### src/rtl/playback_addr_seq_if.sv
`default_nettype none
// =============================================================================
// Module   : playback_addr_seq_if
// Brief    : Control/status bundle between the button/track front-end and the
//            playback address sequencer. PLAYBACK_LOOP_EN adds loop_mode.
// Revision : 1.0 - initial release
// =============================================================================
interface playback_addr_seq_if #(
    parameter int ADDR_W = 22,
    parameter int TIME_W = 9
);
    logic                     load;
    logic [ADDR_W-1:0]        track_start;
    logic [ADDR_W-1:0]        track_end;
    logic                     count;
    logic                     passa_10s;
    logic                     volta_10s;
    logic                     passa_30s;
    logic                     volta_30s;
`ifdef PLAYBACK_LOOP_EN
    logic                     loop_mode;
`endif
    logic [ADDR_W-1:0]        endereco;
    logic signed [TIME_W-1:0] time_adder;
    logic                     time_valid;
    logic                     prox_musica;
    logic                     playing;

    modport master (
        output load, track_start, track_end, count,
        output passa_10s, volta_10s, passa_30s, volta_30s,
`ifdef PLAYBACK_LOOP_EN
        output loop_mode,
`endif
        input  endereco, time_adder, time_valid, prox_musica, playing
    );

    modport slave (
        input  load, track_start, track_end, count,
        input  passa_10s, volta_10s, passa_30s, volta_30s,
`ifdef PLAYBACK_LOOP_EN
        input  loop_mode,
`endif
        output endereco, time_adder, time_valid, prox_musica, playing
    );
endinterface
`default_nettype wire

### src/rtl/playback_addr_seq.sv
`default_nettype none
// =============================================================================
// Module   : playback_addr_seq
// Brief    : Sample-address sequencer for the current track with pacing,
//            short/long seeks and end-of-track pulse. Optional PLAYBACK_LOOP_EN.
// Revision : 1.0 - initial release
// =============================================================================
module playback_addr_seq #(
    parameter int ADDR_W          = 22,
    parameter int SAMPLE_DIV      = 1,
    parameter int SAMPLES_PER_SEC = 8000,
    parameter int SHORT_SEEK_S    = 10,
    parameter int LONG_SEEK_S     = 30,
    parameter int TIME_W          = 9
) (
    input  logic               clk,
    input  logic               reset,
    playback_addr_seq_if.slave bus
);

    localparam int PRE_W = (SAMPLE_DIV > 1) ? $clog2(SAMPLE_DIV) : 1;

    localparam logic [PRE_W-1:0]         c_pre_last    = PRE_W'(SAMPLE_DIV - 1);
    localparam logic [ADDR_W:0]          c_step_short  = (ADDR_W+1)'(SHORT_SEEK_S * SAMPLES_PER_SEC);
    localparam logic [ADDR_W:0]          c_step_long   = (ADDR_W+1)'(LONG_SEEK_S * SAMPLES_PER_SEC);
    localparam logic signed [TIME_W-1:0] c_t_short_fwd = TIME_W'(SHORT_SEEK_S);
    localparam logic signed [TIME_W-1:0] c_t_short_bwd = TIME_W'(-SHORT_SEEK_S);
    localparam logic signed [TIME_W-1:0] c_t_long_fwd  = TIME_W'(LONG_SEEK_S);
    localparam logic signed [TIME_W-1:0] c_t_long_bwd  = TIME_W'(-LONG_SEEK_S);

    typedef enum logic [1:0] {
        ST_EMPTY = 2'd0,
        ST_RUN   = 2'd1,
        ST_DONE  = 2'd2
    } state_t;

    state_t                   state_q;
    logic [ADDR_W-1:0]        endereco_q;
    logic [ADDR_W-1:0]        start_q;
    logic [ADDR_W-1:0]        end_q;
    logic [PRE_W-1:0]         presc_q;
    logic [3:0]               btn_q;
    logic signed [TIME_W-1:0] time_q;
    logic                     time_valid_q;
    logic                     prox_q;

    logic [3:0]               w_btn;
    logic [3:0]               w_req;
    logic                     w_loop;
    logic                     w_seek_vld;
    logic                     w_seek_fwd;
    logic [ADDR_W:0]          w_seek_step;
    logic signed [TIME_W-1:0] w_seek_time;
    logic [ADDR_W:0]          w_fwd_sum;
    logic [ADDR_W:0]          w_bwd_diff;
    logic                     w_fwd_ok;
    logic                     w_bwd_ok;
    logic                     w_seek_ok;
    logic [ADDR_W-1:0]        w_addr_inc;
    logic                     w_at_end;
    logic                     w_hits_end;

`ifdef PLAYBACK_LOOP_EN
    assign w_loop = bus.loop_mode;
`else
    assign w_loop = 1'b0;
`endif

    // Bit order doubles as seek priority: passa_30s > passa_10s > volta_30s > volta_10s
    assign w_btn = {bus.passa_30s, bus.passa_10s, bus.volta_30s, bus.volta_10s};
    assign w_req = w_btn & ~btn_q;

    always_comb begin
        w_seek_vld  = 1'b0;
        w_seek_fwd  = 1'b0;
        w_seek_step = '0;
        w_seek_time = '0;
        if (w_req[3]) begin
            w_seek_vld  = 1'b1;
            w_seek_fwd  = 1'b1;
            w_seek_step = c_step_long;
            w_seek_time = c_t_long_fwd;
        end else if (w_req[2]) begin
            w_seek_vld  = 1'b1;
            w_seek_fwd  = 1'b1;
            w_seek_step = c_step_short;
            w_seek_time = c_t_short_fwd;
        end else if (w_req[1]) begin
            w_seek_vld  = 1'b1;
            w_seek_step = c_step_long;
            w_seek_time = c_t_long_bwd;
        end else if (w_req[0]) begin
            w_seek_vld  = 1'b1;
            w_seek_step = c_step_short;
            w_seek_time = c_t_short_bwd;
        end
    end

    // One extra bit so a seek past either bound is rejected instead of wrapping
    assign w_fwd_sum  = {1'b0, endereco_q} + w_seek_step;
    assign w_bwd_diff = {1'b0, endereco_q} - w_seek_step;
    assign w_fwd_ok   = (w_fwd_sum < {1'b0, end_q});
    assign w_bwd_ok   = !w_bwd_diff[ADDR_W] && (w_bwd_diff[ADDR_W-1:0] >= start_q);
    assign w_seek_ok  = w_seek_vld && (w_seek_fwd ? w_fwd_ok : w_bwd_ok);
    assign w_addr_inc = endereco_q + ADDR_W'(1);
    assign w_at_end   = (endereco_q == end_q);
    assign w_hits_end = (w_addr_inc == end_q);

    always_ff @(posedge clk or negedge reset) begin
        if (!reset) begin
            state_q      <= ST_EMPTY;
            endereco_q   <= '0;
            start_q      <= '0;
            end_q        <= '0;
            presc_q      <= '0;
            btn_q        <= '0;
            time_q       <= '0;
            time_valid_q <= 1'b0;
            prox_q       <= 1'b0;
        end else begin
            btn_q        <= w_btn;
            time_valid_q <= 1'b0;
            prox_q       <= 1'b0;
            if (bus.load) begin
                state_q    <= ST_RUN;
                endereco_q <= bus.track_start;
                start_q    <= bus.track_start;
                end_q      <= bus.track_end;
                presc_q    <= '0;
                time_q     <= '0;
            end else begin
                case (state_q)
                    ST_RUN: begin
                        if (w_seek_ok) begin
                            time_q       <= w_seek_time;
                            time_valid_q <= 1'b1;
                            if (w_seek_fwd) begin
                                endereco_q <= w_fwd_sum[ADDR_W-1:0];
                                presc_q    <= '0;
                            end else begin
                                endereco_q <= w_bwd_diff[ADDR_W-1:0];
                            end
                        end else if (bus.count) begin
                            if (presc_q != c_pre_last) begin
                                presc_q <= presc_q + PRE_W'(1);
                            end else begin
                                presc_q <= '0;
                                // Sitting on track_end is only possible while looping
                                if (w_at_end && w_loop) begin
                                    endereco_q <= start_q;
                                end else if (w_at_end) begin
                                    state_q <= ST_DONE;
                                    prox_q  <= 1'b1;
                                end else begin
                                    endereco_q <= w_addr_inc;
                                    if (w_hits_end && !w_loop) begin
                                        state_q <= ST_DONE;
                                        prox_q  <= 1'b1;
                                    end
                                end
                            end
                        end
                    end
                    default: ;
                endcase
            end
        end
    end

    assign bus.endereco    = endereco_q;
    assign bus.time_adder  = time_q;
    assign bus.time_valid  = time_valid_q;
    assign bus.prox_musica = prox_q;
    assign bus.playing     = (state_q == ST_RUN);

endmodule
`default_nettype wire

### src/flat_wrapper.sv
// flat-port wrapper written by rule: the top's interface ports become plain ports
module playback_addr_seq_flat 
#(
    parameter int ADDR_W          = 22,
    parameter int SAMPLE_DIV      = 1,
    parameter int SAMPLES_PER_SEC = 8000,
    parameter int SHORT_SEEK_S    = 10,
    parameter int LONG_SEEK_S     = 30,
    parameter int TIME_W          = 9
)
  (clk, reset, bus_load, bus_track_start, bus_track_end, bus_count, bus_passa_10s, bus_volta_10s, bus_passa_30s, bus_volta_30s, bus_endereco, bus_time_adder, bus_time_valid, bus_prox_musica, bus_playing);
  playback_addr_seq_if #(.ADDR_W(ADDR_W), .TIME_W(TIME_W)) bus_i ();
  input  logic clk;
  input  logic reset;
  input wire logic [$bits(bus_i.load)-1:0] bus_load;
  input wire logic [$bits(bus_i.track_start)-1:0] bus_track_start;
  input wire logic [$bits(bus_i.track_end)-1:0] bus_track_end;
  input wire logic [$bits(bus_i.count)-1:0] bus_count;
  input wire logic [$bits(bus_i.passa_10s)-1:0] bus_passa_10s;
  input wire logic [$bits(bus_i.volta_10s)-1:0] bus_volta_10s;
  input wire logic [$bits(bus_i.passa_30s)-1:0] bus_passa_30s;
  input wire logic [$bits(bus_i.volta_30s)-1:0] bus_volta_30s;
  output wire logic [$bits(bus_i.endereco)-1:0] bus_endereco;
  output wire logic [$bits(bus_i.time_adder)-1:0] bus_time_adder;
  output wire logic [$bits(bus_i.time_valid)-1:0] bus_time_valid;
  output wire logic [$bits(bus_i.prox_musica)-1:0] bus_prox_musica;
  output wire logic [$bits(bus_i.playing)-1:0] bus_playing;
  assign bus_i.load = bus_load;
  assign bus_i.track_start = bus_track_start;
  assign bus_i.track_end = bus_track_end;
  assign bus_i.count = bus_count;
  assign bus_i.passa_10s = bus_passa_10s;
  assign bus_i.volta_10s = bus_volta_10s;
  assign bus_i.passa_30s = bus_passa_30s;
  assign bus_i.volta_30s = bus_volta_30s;
  assign bus_endereco = bus_i.endereco;
  assign bus_time_adder = bus_i.time_adder;
  assign bus_time_valid = bus_i.time_valid;
  assign bus_prox_musica = bus_i.prox_musica;
  assign bus_playing = bus_i.playing;
  playback_addr_seq #(.ADDR_W(ADDR_W), .SAMPLE_DIV(SAMPLE_DIV), .SAMPLES_PER_SEC(SAMPLES_PER_SEC), .SHORT_SEEK_S(SHORT_SEEK_S), .LONG_SEEK_S(LONG_SEEK_S), .TIME_W(TIME_W)) u_core (.clk(clk), .reset(reset), .bus(bus_i));
endmodule
### config.mk
export PLATFORM = sky130hd
export DESIGN_NAME = playback_addr_seq_flat
export DESIGN_NICKNAME = d
export VERILOG_FILES = /design/src/rtl/playback_addr_seq_if.sv /design/src/rtl/playback_addr_seq.sv /design/src/flat_wrapper.sv
export SDC_FILE = /design/constraint.sdc
export NUM_CORES = 1
export LEC_CHECK = 0
export CAP_MARGIN = 20
export CORE_MARGIN = 2
export CORE_UTILIZATION = 47
export CTS_CLUSTER_DIAMETER = 50
export DETAILED_ROUTE_END_ITERATION = 10
export PLACE_DENSITY = 0.69
export SYNTH_ARGS = -nofsm -noshare
export SYNTH_HDL_FRONTEND = slang
export SYNTH_SLANG_ARGS = --single-unit
### constraint.sdc
create_clock -name clk -period 14.2 [get_ports clk]
set_input_delay 2.84 -clock clk [delete_from_list [all_inputs] [get_ports clk]]
set_output_delay 2.84 -clock clk [all_outputs]
set_load 0.02 [all_outputs]
==> run metrics <==
run status=finished clean; Cell Area, Synth=~0.0068 mm2; GRT met2 Usage=49.4%; GRT busiest layer=met2; critical path arrival=8.77 ns; leading area contributor after synthesis=dfrtp_1; clock root buffer=clkbuf_16; Post-synth ARST share=between 90% and 100%; Final Hold Fails=0; largest net degree at the start of global routing=between 70 and 80; r2r setup slk=between 8 and 9 ns; met3 track demand over resource=5.50%; CTS H-Tree Depth=3; synthesized flop and latch total=~80; clock buffer count from CTS=9; R2R Path End=u_core.bus.endereco[7]$_DFFE_PN0P_; Pleak=about 3.4 nW; CTS Buffer Depth=2; vias per cell=around 6.2; Die ar.=0.0155 mm2; maxcap violations=0; GPL Wtd Cong=0.962; crit-path leading delay family=simple AND/OR/NAND/NOR gates; Min-Delay Path Class=flip-flop to flip-flop; Clock Pin Slew Worst Setup and Hold Paths=0.07 ns; share of cells above drive strength 1=under 10%; I/O pin count=86; ANT cells=0; Syn-to-layout area delta=16.5%; Setup crit end kind=flip-flop; r2r startpoint=u_core.btn_q[2]$_DFF_PN0_; Final Net Count=977; min-delay src=u_core.state_q[1]$_DFFE_PN0P_; Seq/Total Area, Yosys=between 20% and 30%; Slew HR=slightly above 30%; met1 usage in global routing=around two fifths; Synth Warn #=0; worst reg-to-reg path cell count=18; slew of the pin with the lowest slew margin=1.04 ns; Final Critical Period=8.56 ns; EDFF count, synth=0; Max Slew Vio Count=0; Final Skew=0.0137 ns; post-synthesis instance total=just over 800; Buffers on Ports=84; Starting Density=48.7%; Pwr Total=1.62 mW; most frequent cells in the layout=82 x clkdlybuf4s50_1, 80 x nand2_1, 78 x dfrtp_1, 69 x o21ai_0, 65 x ha_1; syn_area_per_cell=8.43 um2; area share of the leading cell type in the synthesized netlist=28.7%; GRT Util Overall=~31%; Routed Antenna Nets=0; worst skew pair latency=0.36 ns; WL/cell=22.7 um; Min-Delay Endpoint=u_core.state_q[1]$_DFFE_PN0P_; Total Wirelength=23.7 mm; crit share post-route=just over 60%; slowest stage cell, crit path=nor4_2; Max Fclk=117 MHz; CP Buf/Inv Count=2; number of global-route vias before repair=6440; First DRT Iteration DRCs=604; die span in y=124 um; WS Path Type=input pin to flip-flop; top cells by area, synth=dfrtp_1 29%, ha_1 12%, o21ai_0 5.1%, xor2_1 4.9%, nand2_1 4.4%; Die Span X=124 um; setup violators final=0; first-pass iteration count of the detailed router=6; Worst setup SP type=input pin; RSZ-0062 raised after global routing=no; setup bufs post-CTS=0; most common cell after layout, fill and taps aside=clkdlybuf4s50_1; initial antenna violation count=0; clock sinks=78; power per cell area=204 mW/mm2; commonest register cell after synthesis=dfrtp_1; # rows=43; setup_tns=0 ns; Crit path required time=14.41 ns; post-synth net total=927; crit-path max FO=17; post-cts sizing count=0; Yosys cell types=87; Max VDD drop=0.0881 mV; CP cell instances=clkdlybuf4s50_1 -> nor2b_1 -> nor2_1 -> buf_4 -> nand3_1 -> ha_1 -> nand3_1 -> o311ai_1 -> a31o_2 -> nor2b_1 -> xor2_1 -> ha_1 -> a21o_1 -> a211oi_1 -> nand4_1 -> nor4_2 -> nor2_2 -> a311oi_1 -> o22ai_1; hold depth=1; CTS tree=yes; HPWL Detailed=~18 mm; via count=around 6500; gr ovfl total=0; Residual DRC=0; hold buffers post-CTS=0; slowest stage delay, CP=0.91 ns; Placeable Area=0.0140 mm2; global-route wire length before repair=roughly 37 mm
[stage by stage]
stage / setup slack (ns) / cells / hold slack [ns] / area [um2] / utilization, %
floorplan: 6.33 / 808 / 0.445 / 6810 / -
global placement: 5.42 / 1025 / 0.460 / 7600 / 54.3
detailed placement: 5.45 / 1025 / 0.462 / 7600 / 54.3
CTS: 5.78 / 1041 / 0.477 / 7900 / 56.5
global route: 5.25 / 1043 / 0.511 / 7930 / 56.7
finish: 5.64 / 1043 / 0.481 / 7930 / 56.7
[cells in the mapped netlist (4+ instances only)]
master    count
nand2b_1     10
xor2_1       38
clkbuf_1     26
a211oi_1     11
mux2i_1       8
nand4_1      21
xnor2_1      27
nor4_1        7
o311ai_1      5
buf_2         5
a21o_1        8
nand2_1      80
o21a_1        4
nor2_1       42
dfrtp_1      78
and3_1        4
nand3_1      27
a31oi_1       6
o211a_1       5
o21ai_0      69
inv_1        62
o22ai_1       8
buf_6         5
o31ai_1       5
o211ai_1      6
o21ai_1      11
a21oi_1      38
o221ai_1      4
ha_1         65
nor3_1       20
buf_4         8
or3_1         5
nor2b_1       8
[registers in the layout, summed over array words and instances, names as in the netlist]
name,count
u_core.btn_q,4
u_core.bus.endereco,22
u_core.bus.prox_musica,1
u_core.bus.time_adder,4
u_core.bus.time_valid,1
u_core.end_q,22
u_core.start_q,22
u_core.state_q,2
[per-layer routing]
| metal | vias to the layer above | wire length (um) |
|---|---|---|
| met5 | - | 0 |
| met4 | 0 | 884 |
| met3 | 56 | 1610 |
| met2 | 303 | 11000 |
| met1 | 3124 | 10200 |
| li1 | 2986 | - |
[logic make-up (layout without fill, tap and decap cells)]
group	count (synthesis)	after routing	synth area share (%)
buffers and inverters	115	170	7.87
other	1	1	0.0551
and+or+nand+nor	252	252	19.2
muxes	11	11	1.67
xor gates and xnor gates	65	65	8.36
AOI/OAI and AO/OA	219	219	21.7
adders and majority gates	67	67	12.5
DFF	78	78	28.7
[how the worst max path moves through the flow]
stage                  startpoint  slack [ns]                              endpoint  depth (start not counted)
detailed placement  bus_passa_10s        5.45    u_core.bus.endereco[7]$_DFFE_PN0P_                         19
floorplan           bus_passa_10s        6.33  u_core.bus.time_adder[7]$_DFFE_PN0P_                         20
global placement    bus_passa_10s        5.42   u_core.bus.endereco[12]$_DFFE_PN0P_                         20
global route        bus_passa_10s        5.25   u_core.bus.endereco[20]$_DFFE_PN0P_                         19
finish              bus_passa_10s        5.64    u_core.bus.endereco[7]$_DFFE_PN0P_                         19
CTS                 bus_passa_10s        5.78    u_core.bus.endereco[7]$_DFFE_PN0P_                         19
[final cells by class]
cell class,instances,area (um2)
fill,1335,6060
multi-input combinational,615,4320
sequential,78,1950
timing repair buffer,88,883
inverter,66,248
clock buffer,9,225
tap,180,225
clock inverter,7,77.6
[power by group]
group	internal, mW	switching (mW)	total [mW]	leakage (nW)
Sequential	0.262	0.132	0.395	0.951
Combinational	0.388	0.588	0.976	2.32
Clock	0.139	0.111	0.250	0.153
(Power assumes the default switching activity.)
